===== src/rtl/inst_fetch_if.sv =====
// Fetch-stage bundle: ROM port, redirect request and decode handshake.
`timescale 1ns/1ps
interface inst_fetch_if;
  logic [31:0] rom_data_i;
  logic [31:0] rom_addr_o;
  logic        rom_ce_o;
  logic        redirect_i;
  logic [31:0] redirect_pc_i;
  logic        inst_valid_o;
  logic [31:0] inst_o;
  logic [31:0] inst_pc_o;
  logic        id_ready_i;
  logic        misalign_o;

  modport master (
    input  rom_data_i, redirect_i, redirect_pc_i, id_ready_i,
    output rom_addr_o, rom_ce_o, inst_valid_o, inst_o, inst_pc_o, misalign_o
  );

  modport slave (
    output rom_data_i, redirect_i, redirect_pc_i, id_ready_i,
    input  rom_addr_o, rom_ce_o, inst_valid_o, inst_o, inst_pc_o, misalign_o
  );
endinterface


===== src/rtl/inst_fetch.sv =====
// PC + ROM fetch into a DEPTH-entry prefetch FIFO; IFETCH_MISALIGN_CHK_EN halts on misaligned redirects.
// Redirect-to-valid 1 cycle; decode backpressure fills the FIFO, then the PC holds.
`timescale 1ns/1ps
module inst_fetch #(
  parameter logic [31:0] RESET_PC = 32'h0000_0000,
  parameter int          DEPTH    = 2
) (
  input  logic          clk,
  input  logic          rst,
  inst_fetch_if.master  bus
);
  localparam int PW = $clog2(DEPTH);
  localparam int CW = PW + 1;
  localparam logic [CW-1:0] FULL = CW'(DEPTH);

  typedef struct packed {
    logic [31:0] pc;
    logic [31:0] inst;
  } entry_t;

  entry_t          r_mem [DEPTH];
  logic [31:0]     r_pc;
  logic            r_ce;
  logic [PW-1:0]   r_wptr;
  logic [PW-1:0]   r_rptr;
  logic [CW-1:0]   r_count;
  logic            w_push;
  logic            w_pop;
  logic            w_vld;
  logic            w_halt;
  logic [31:0]     w_redir_pc;

`ifdef IFETCH_MISALIGN_CHK_EN
  logic r_misalign;

  // A misaligned target is loaded verbatim and fetch stays halted until an aligned redirect.
  always_ff @(posedge clk) begin
    if (!rst) begin
      r_misalign <= 1'b0;
    end else if (bus.redirect_i) begin
      r_misalign <= |bus.redirect_pc_i[1:0];
    end
  end

  assign w_halt         = r_misalign;
  assign w_redir_pc     = bus.redirect_pc_i;
  assign bus.misalign_o = r_misalign;
`else
  logic w_unused_lsbs;

  assign w_unused_lsbs  = ^bus.redirect_pc_i[1:0];
  assign w_halt         = 1'b0;
  assign w_redir_pc     = {bus.redirect_pc_i[31:2], 2'b00};
  assign bus.misalign_o = 1'b0;
`endif

  assign w_vld  = (r_count != '0);
  // Full is judged on the pre-pop count, so a full FIFO never pushes and pops together.
  assign w_push = r_ce & (r_count < FULL) & ~bus.redirect_i & ~w_halt;
  assign w_pop  = w_vld & bus.id_ready_i & ~bus.redirect_i;

  always_ff @(posedge clk) begin
    if (!rst) begin
      r_pc    <= RESET_PC;
      r_ce    <= 1'b0;
      r_wptr  <= '0;
      r_rptr  <= '0;
      r_count <= '0;
    end else begin
      r_ce <= 1'b1;
      if (bus.redirect_i) begin
        r_pc    <= w_redir_pc;
        r_wptr  <= '0;
        r_rptr  <= '0;
        r_count <= '0;
      end else begin
        if (w_push) begin
          r_wptr <= r_wptr + PW'(1);
          r_pc   <= r_pc + 32'd4;
        end
        if (w_pop) begin
          r_rptr <= r_rptr + PW'(1);
        end
        case ({w_push, w_pop})
          2'b10:   r_count <= r_count + CW'(1);
          2'b01:   r_count <= r_count - CW'(1);
          default: r_count <= r_count;
        endcase
      end
    end
  end

  always_ff @(posedge clk) begin
    if (rst && w_push) begin
      r_mem[r_wptr] <= '{pc: r_pc, inst: bus.rom_data_i};
    end
  end

  assign bus.rom_addr_o   = r_pc;
  assign bus.rom_ce_o     = r_ce;
  assign bus.inst_valid_o = w_vld;
  assign bus.inst_o       = w_vld ? r_mem[r_rptr].inst : 32'h0;
  assign bus.inst_pc_o    = w_vld ? r_mem[r_rptr].pc   : 32'h0;
endmodule


===== src/flat_wrapper.sv =====
// flat-port wrapper written by rule: the top's interface ports become plain ports
module inst_fetch_flat 
#(
  parameter logic [31:0] RESET_PC = 32'h0000_0000,
  parameter int          DEPTH    = 2
)
  (clk, rst, bus_rom_data_i, bus_redirect_i, bus_redirect_pc_i, bus_id_ready_i, bus_rom_addr_o, bus_rom_ce_o, bus_inst_valid_o, bus_inst_o, bus_inst_pc_o, bus_misalign_o);
  inst_fetch_if bus_i ();
  input  logic clk;
  input  logic rst;
  input wire logic [$bits(bus_i.rom_data_i)-1:0] bus_rom_data_i;
  input wire logic [$bits(bus_i.redirect_i)-1:0] bus_redirect_i;
  input wire logic [$bits(bus_i.redirect_pc_i)-1:0] bus_redirect_pc_i;
  input wire logic [$bits(bus_i.id_ready_i)-1:0] bus_id_ready_i;
  output wire logic [$bits(bus_i.rom_addr_o)-1:0] bus_rom_addr_o;
  output wire logic [$bits(bus_i.rom_ce_o)-1:0] bus_rom_ce_o;
  output wire logic [$bits(bus_i.inst_valid_o)-1:0] bus_inst_valid_o;
  output wire logic [$bits(bus_i.inst_o)-1:0] bus_inst_o;
  output wire logic [$bits(bus_i.inst_pc_o)-1:0] bus_inst_pc_o;
  output wire logic [$bits(bus_i.misalign_o)-1:0] bus_misalign_o;
  assign bus_i.rom_data_i = bus_rom_data_i;
  assign bus_i.redirect_i = bus_redirect_i;
  assign bus_i.redirect_pc_i = bus_redirect_pc_i;
  assign bus_i.id_ready_i = bus_id_ready_i;
  assign bus_rom_addr_o = bus_i.rom_addr_o;
  assign bus_rom_ce_o = bus_i.rom_ce_o;
  assign bus_inst_valid_o = bus_i.inst_valid_o;
  assign bus_inst_o = bus_i.inst_o;
  assign bus_inst_pc_o = bus_i.inst_pc_o;
  assign bus_misalign_o = bus_i.misalign_o;
  inst_fetch #(.RESET_PC(RESET_PC), .DEPTH(DEPTH)) u_core (.clk(clk), .rst(rst), .bus(bus_i));
endmodule

===== config.mk =====
export PLATFORM = sky130hd
export DESIGN_NAME = inst_fetch_flat
export DESIGN_NICKNAME = d
export VERILOG_FILES = /design/src/rtl/inst_fetch_if.sv /design/src/rtl/inst_fetch.sv /design/src/flat_wrapper.sv
export SDC_FILE = /design/constraint.sdc
export NUM_CORES = 1
export LEC_CHECK = 0
export BUFFER_PORTS_ARGS = -buffer_cell sky130_fd_sc_hd__buf_2
export CAP_MARGIN = 20
export CORE_AREA = 2 2 144 90
export DETAILED_ROUTE_END_ITERATION = 10
export DIE_AREA = 0 0 146 92
export HOLD_SLACK_MARGIN = 0.08
export MAX_ROUTING_LAYER = met4
export PLACE_DENSITY = 0.84
export SLEW_MARGIN = 20
export SYNTH_ARGS = -nofsm -noshare
export SYNTH_HDL_FRONTEND = slang
export SYNTH_SLANG_ARGS = --single-unit

===== constraint.sdc =====
create_clock -name clk -period 12.2 [get_ports clk]
set_input_delay 2.44 -clock clk [delete_from_list [all_inputs] [get_ports clk]]
set_output_delay 2.44 -clock clk [all_outputs]
set_load 0.01 [all_outputs]

Word-level counts from Yosys, hierarchy flattened --
Memory sizes are Yosys's and may differ from the RTL's. A register that Yosys moved wholly into a read port is not among the register bits. Index checks and enable logic that the tools add are counted.
Operators by class: add/subtract/negate cells 5, magnitude comparators 1, equal/unequal tests 2, muxes and demuxes 10, bitwise gates (word level) 6, reduce and logical (&&, ||, !) cells 5
Operator list (count):
- $mux 32 | 4
- $add 32x3->32 const B | 1
- $reduce_bool 2->1 | 3
- $mux 1 | 5
- $and 1x1->1 | 4
- $pmux 2 s2 | 1
- $add 1x1->1 const B | 2
- $add 2x1->2 const B | 1
- $eq 2x1->1 const B | 1
- $eq 2x2->1 const B | 1
- $lt 2x2->1 const B | 1
- $not 1->1 | 2
- $reduce_or 2->1 | 1
- $sub 2x1->2 const B | 1
- $logic_and 1x1->1 | 1
Storage, ports and cells: register bits 37, bits in writable memories 128, input port bits 68, output and inout port bits 99, word-level logic and storage cells 36, memories 1
Memory list:
- u_core.r_mem | depth 2, width 64, read ports 1, clocked after Yosys merged registers in 1, write ports 1, RTL line inst_fetch.sv:21 | entry_t r_mem [DEPTH];

Longest topological paths before layout --
depth in word-level cells 6, gate-level depth with buffers 8, mapped depth without buffers 8

Worst setup path before layout --
OpenSTA, ideal clock, no wires.
path kind input to register, start in rst, end mem u_core.r_mem[0][0] (netlist bit) (enable), setup time 0.482 ns, arrival 5.664 ns, required time 11.718 ns, slack 6.054 ns, stages on the path 4, buffers on the path 1, cell sequence clkbuf_1 nor2b_1 nand2_1 nor2_1
Between the ends: word-level cells in the longest chain between the ends 3
Ends and longest elaborated chain:
- start: declaration | RTL line flat_wrapper.sv:10 | input logic rst;
- $logic_and 1x1->1 | RTL line inst_fetch.sv:94 | if (rst && w_push) begin
- $mux 1 | RTL line inst_fetch.sv:94
- $mux 1 (not written as such) | RTL line inst_fetch.sv:95 | r_mem[r_wptr] <= '{pc: r_pc, inst: bus.rom_data_i};
- end: declaration | RTL line inst_fetch.sv:21
No other way between the ends.

Final worst setup path --
start in rst, end mem u_core.r_mem[0][50] (netlist bit) (enable)
The elaborated chain is that of the path after synthesis.

==> flow_summary_export.csv <==
group,metric,value,unit
logic_synthesis,netlist_area,6850,sq um
worst_hold_path,hp-class,"flip-flop to flip-flop",
clock_tree,cts.repair.resized,0,
placed_design,port_buffers,159,
floorplanning,start_util,0.556,
clock_tree,holdBufCountCts,0,
placed_design,dp_hpwl,10300,microns
drt,num_vias,4924,
drt,ant_nets,0,
floorplanning,die_y,92,microns
timing,final_hold_viol_count,0,
flow_run,maxCapViolations,0,
setup_path,reg2reg_from,"u_core.bus.rom_ce_o",
clock_tree,postCtsSetupBuffers,0,
logic_synthesis,yosys.area_share.simple,0.146,
floorplanning,core-area,12300,sq um
grt,grt_max_degree,63,
grt,grt_pass1_wl,24600,microns
power_and_ir_drop,max-vdd-ir-drop,0.111,mV
setup_path,worstSetupPathType,"input port to flip-flop",
drt,wl_per_cell,18.4,microns
setup_path,cp.arrival,4.75,ns
logic_synthesis,synth.top_cell.area_share,0.543,
logic_synthesis,ys.flop_type,"edfxtp_1",
grt,antenna_found_initial,0,
power_and_ir_drop,p_leak,3.18,nW
clock_tree,htreeDepth,4,
logic_synthesis,synth_seq_cells,160,
timing,rsz0062_at_grt,"false",
drt,routed_wl,15900,microns
cells_and_area,final_cells,865,
drt,drc,0,
cells_and_area,nNetsFinal,752,
grt,grt_pass1_vias,4788,
setup_path,cp-startpoint,"rst",
clock_tree,numCtsBuffers,17,
logic_synthesis,synth_top_cell_by_area,"edfxtp_1",
timing,fmax,212,MHz
logic_synthesis,async_flop_share,0,
clock_tree,clockRootBuffer,"clkbuf_16",
clock_tree,cts_sinks,160,
logic_synthesis,synth_top_family_by_area,"simple AND/OR/NAND/NOR gates",
floorplanning,ios,167,
power_and_ir_drop,p_per_area,149,nW/um^2
setup_path,crit_path_end_kind,"flip-flop",
timing,finalMaxSlewViolations,0,
placed_design,placedInstanceArea,7740,sq um
clock_tree,cts_tree,"done",
clock_tree,clk_pin_slew,0.06,ns
worst_hold_path,min_delay_path_depth,2,
grt,grt_usage,0.246,
setup_path,startpoint_type,"input port",
logic_synthesis,synthTopCellsByArea,"edfxtp_1 (54%), dfxtp_1 (11%), mux2i_1 (9.2%), nor2_1 (4.2%), o21ai_0 (1.5%)",
setup_path,reg2reg_slack,9.49,ns
timing,finalCritPeriodShare,0.386,
logic_synthesis,synth_mux_area_frac,0.0920,
logic_synthesis,synth_edf_count,124,
drt,dr.first_iter.drc_count,503,
timing,fin_ws,7.49,ns
placed_design,place.gp.congestion,0.885,
timing,period_needed,4.71,ns
floorplanning,die_area,13400,sq um
drt,firstDrtPassIters,5,
placed_design,place_inst,832,
cells_and_area,fin_area,8370,sq um
timing,finalSetupViolCount,0,
cells_and_area,final_util,0.679,
logic_synthesis,ys_types,58,
clock_tree,cts_max_path_buffers,2,
cells_and_area,layout_common_cells,"buf_2 (159), edfxtp_1 (124), nor2_1 (74)",
setup_path,rr_endpoint,"u_core.r_mem[0][50]",
logic_synthesis,synth-xor-area-share,0.0179,
cells_and_area,final_common_cell,"buf_2",
cells_and_area,drive_gt1_frac,0.312,
logic_synthesis,syn_avg_cell_area,13.0,sq um
floorplanning,rows,32,
cells_and_area,nFillCells,941,
timing,max_slew_margin,0.479,
setup_path,crit_path_max_fanout,49,
timing,hold_slack,0.521,ns
logic_synthesis,yosys_warnings,0,
logic_synthesis,synth_fa_ha_area_frac,0.00365,
placed_design,place_ws,7.09,ns
power_and_ir_drop,finalPower,1.25,mW
setup_path,r2r_cells,4,
logic_synthesis,synth_cells,529,
clock_tree,insertion_delay,0.42,ns
timing,worst_pin_slew,0.780,ns
timing,skew,0.00952,ns
timing,fin_tns_setup,0,ns
floorplanning,fp.dieW,146,microns
cells_and_area,area_growth,22.2,%
drt,vias_per_cell,5.69,
setup_path,cp_data_required_time,12.24,ns
logic_synthesis,ys_seq_area_frac,0.648,
cells_and_area,num_antenna_cells,0,
run_status,outcome,"finished clean",
grt,grt.overflow.total,0,
logic_synthesis,synth_compound_area_frac,0.0606,
setup_path,worstSetupEndpoint,"u_core.r_mem[0][50]",
## final cells by class
type	instances	area [sq um]	share of cell area
Multi-Input combinational cell	333	2230	0.266
Inverter	6	22.5	0.00269
Tap cell	170	213	0.0254
Clock buffer	19	433	0.0517
Sequential cell	160	4450	0.531
Timing Repair Buffer	164	853	0.102
Clock inverter	13	176	0.0211
## sequential cells by signal (all words and copies together), names as in the netlist, named ones only
| name | flops |
|---|---|
| u_core.bus.rom_ce_o | 1 |
| u_core.r_rptr | 1 |
| u_core.r_mem | 124 |
| u_core.r_wptr | 1 |
| u_core.bus.rom_addr_o | 30 |
| u_core.r_count | 2 |
## power breakdown
group          leakage, nW  internal [mW]  switching [mW]
registers             1.44          0.605          0.0200
clock network        0.288          0.327           0.220
logic                 1.45         0.0328          0.0456
total                 3.18          0.965           0.286
## routing by layer
layer  track usage  wire [microns]
met3        0.0512            1490
met5             -               0
met1         0.334            6820
met4        0.0874             302
met2         0.373            7280
## worst max-delay path, cell delays in order
cell and delay [ns]:
buf_2 0.49, nor2b_1 0.53, nand2_1 0.18, nor2_4 0.42, buf_4 0.64
## cells in the mapped netlist, drive strengths merged (3+ instances only)
master and instances:
a211oi 5, a21oi 9, a31oi 5, and2 4
and3 6, and4 10, buf 15, clkbuf 17
dfxtp 36, edfxtp 124, inv 6, mux2i 63
nand2 19, nand2b 5, nand3 18, nand4 12
nor2 76, nor2b 3, nor3 12, nor4 8
o211a 5, o21ai 21, o31a 3, or3 4
or4 3, xnor2 11, xor2 3
## worst min path at each step
stage                        from             to  slack [ns]
CTS                 u_core.r_rptr  u_core.r_rptr        0.52
finish              u_core.r_rptr  u_core.r_rptr        0.52
floorplan           u_core.r_rptr      flip-flop        0.47
global route        u_core.r_rptr  u_core.r_rptr        0.56
global placement    u_core.r_rptr      flip-flop        0.48
detailed placement  u_core.r_rptr  u_core.r_rptr        0.50
## kinds of logic after synthesis
kind of cell    Yosys count
xor+xnor                 14
flops                   160
compound gates           62
mux                      63
simple gates            187
fa+ha+maj                 2
other cells               1
buf+inv                  40
(Power assumes the default switching activity.)
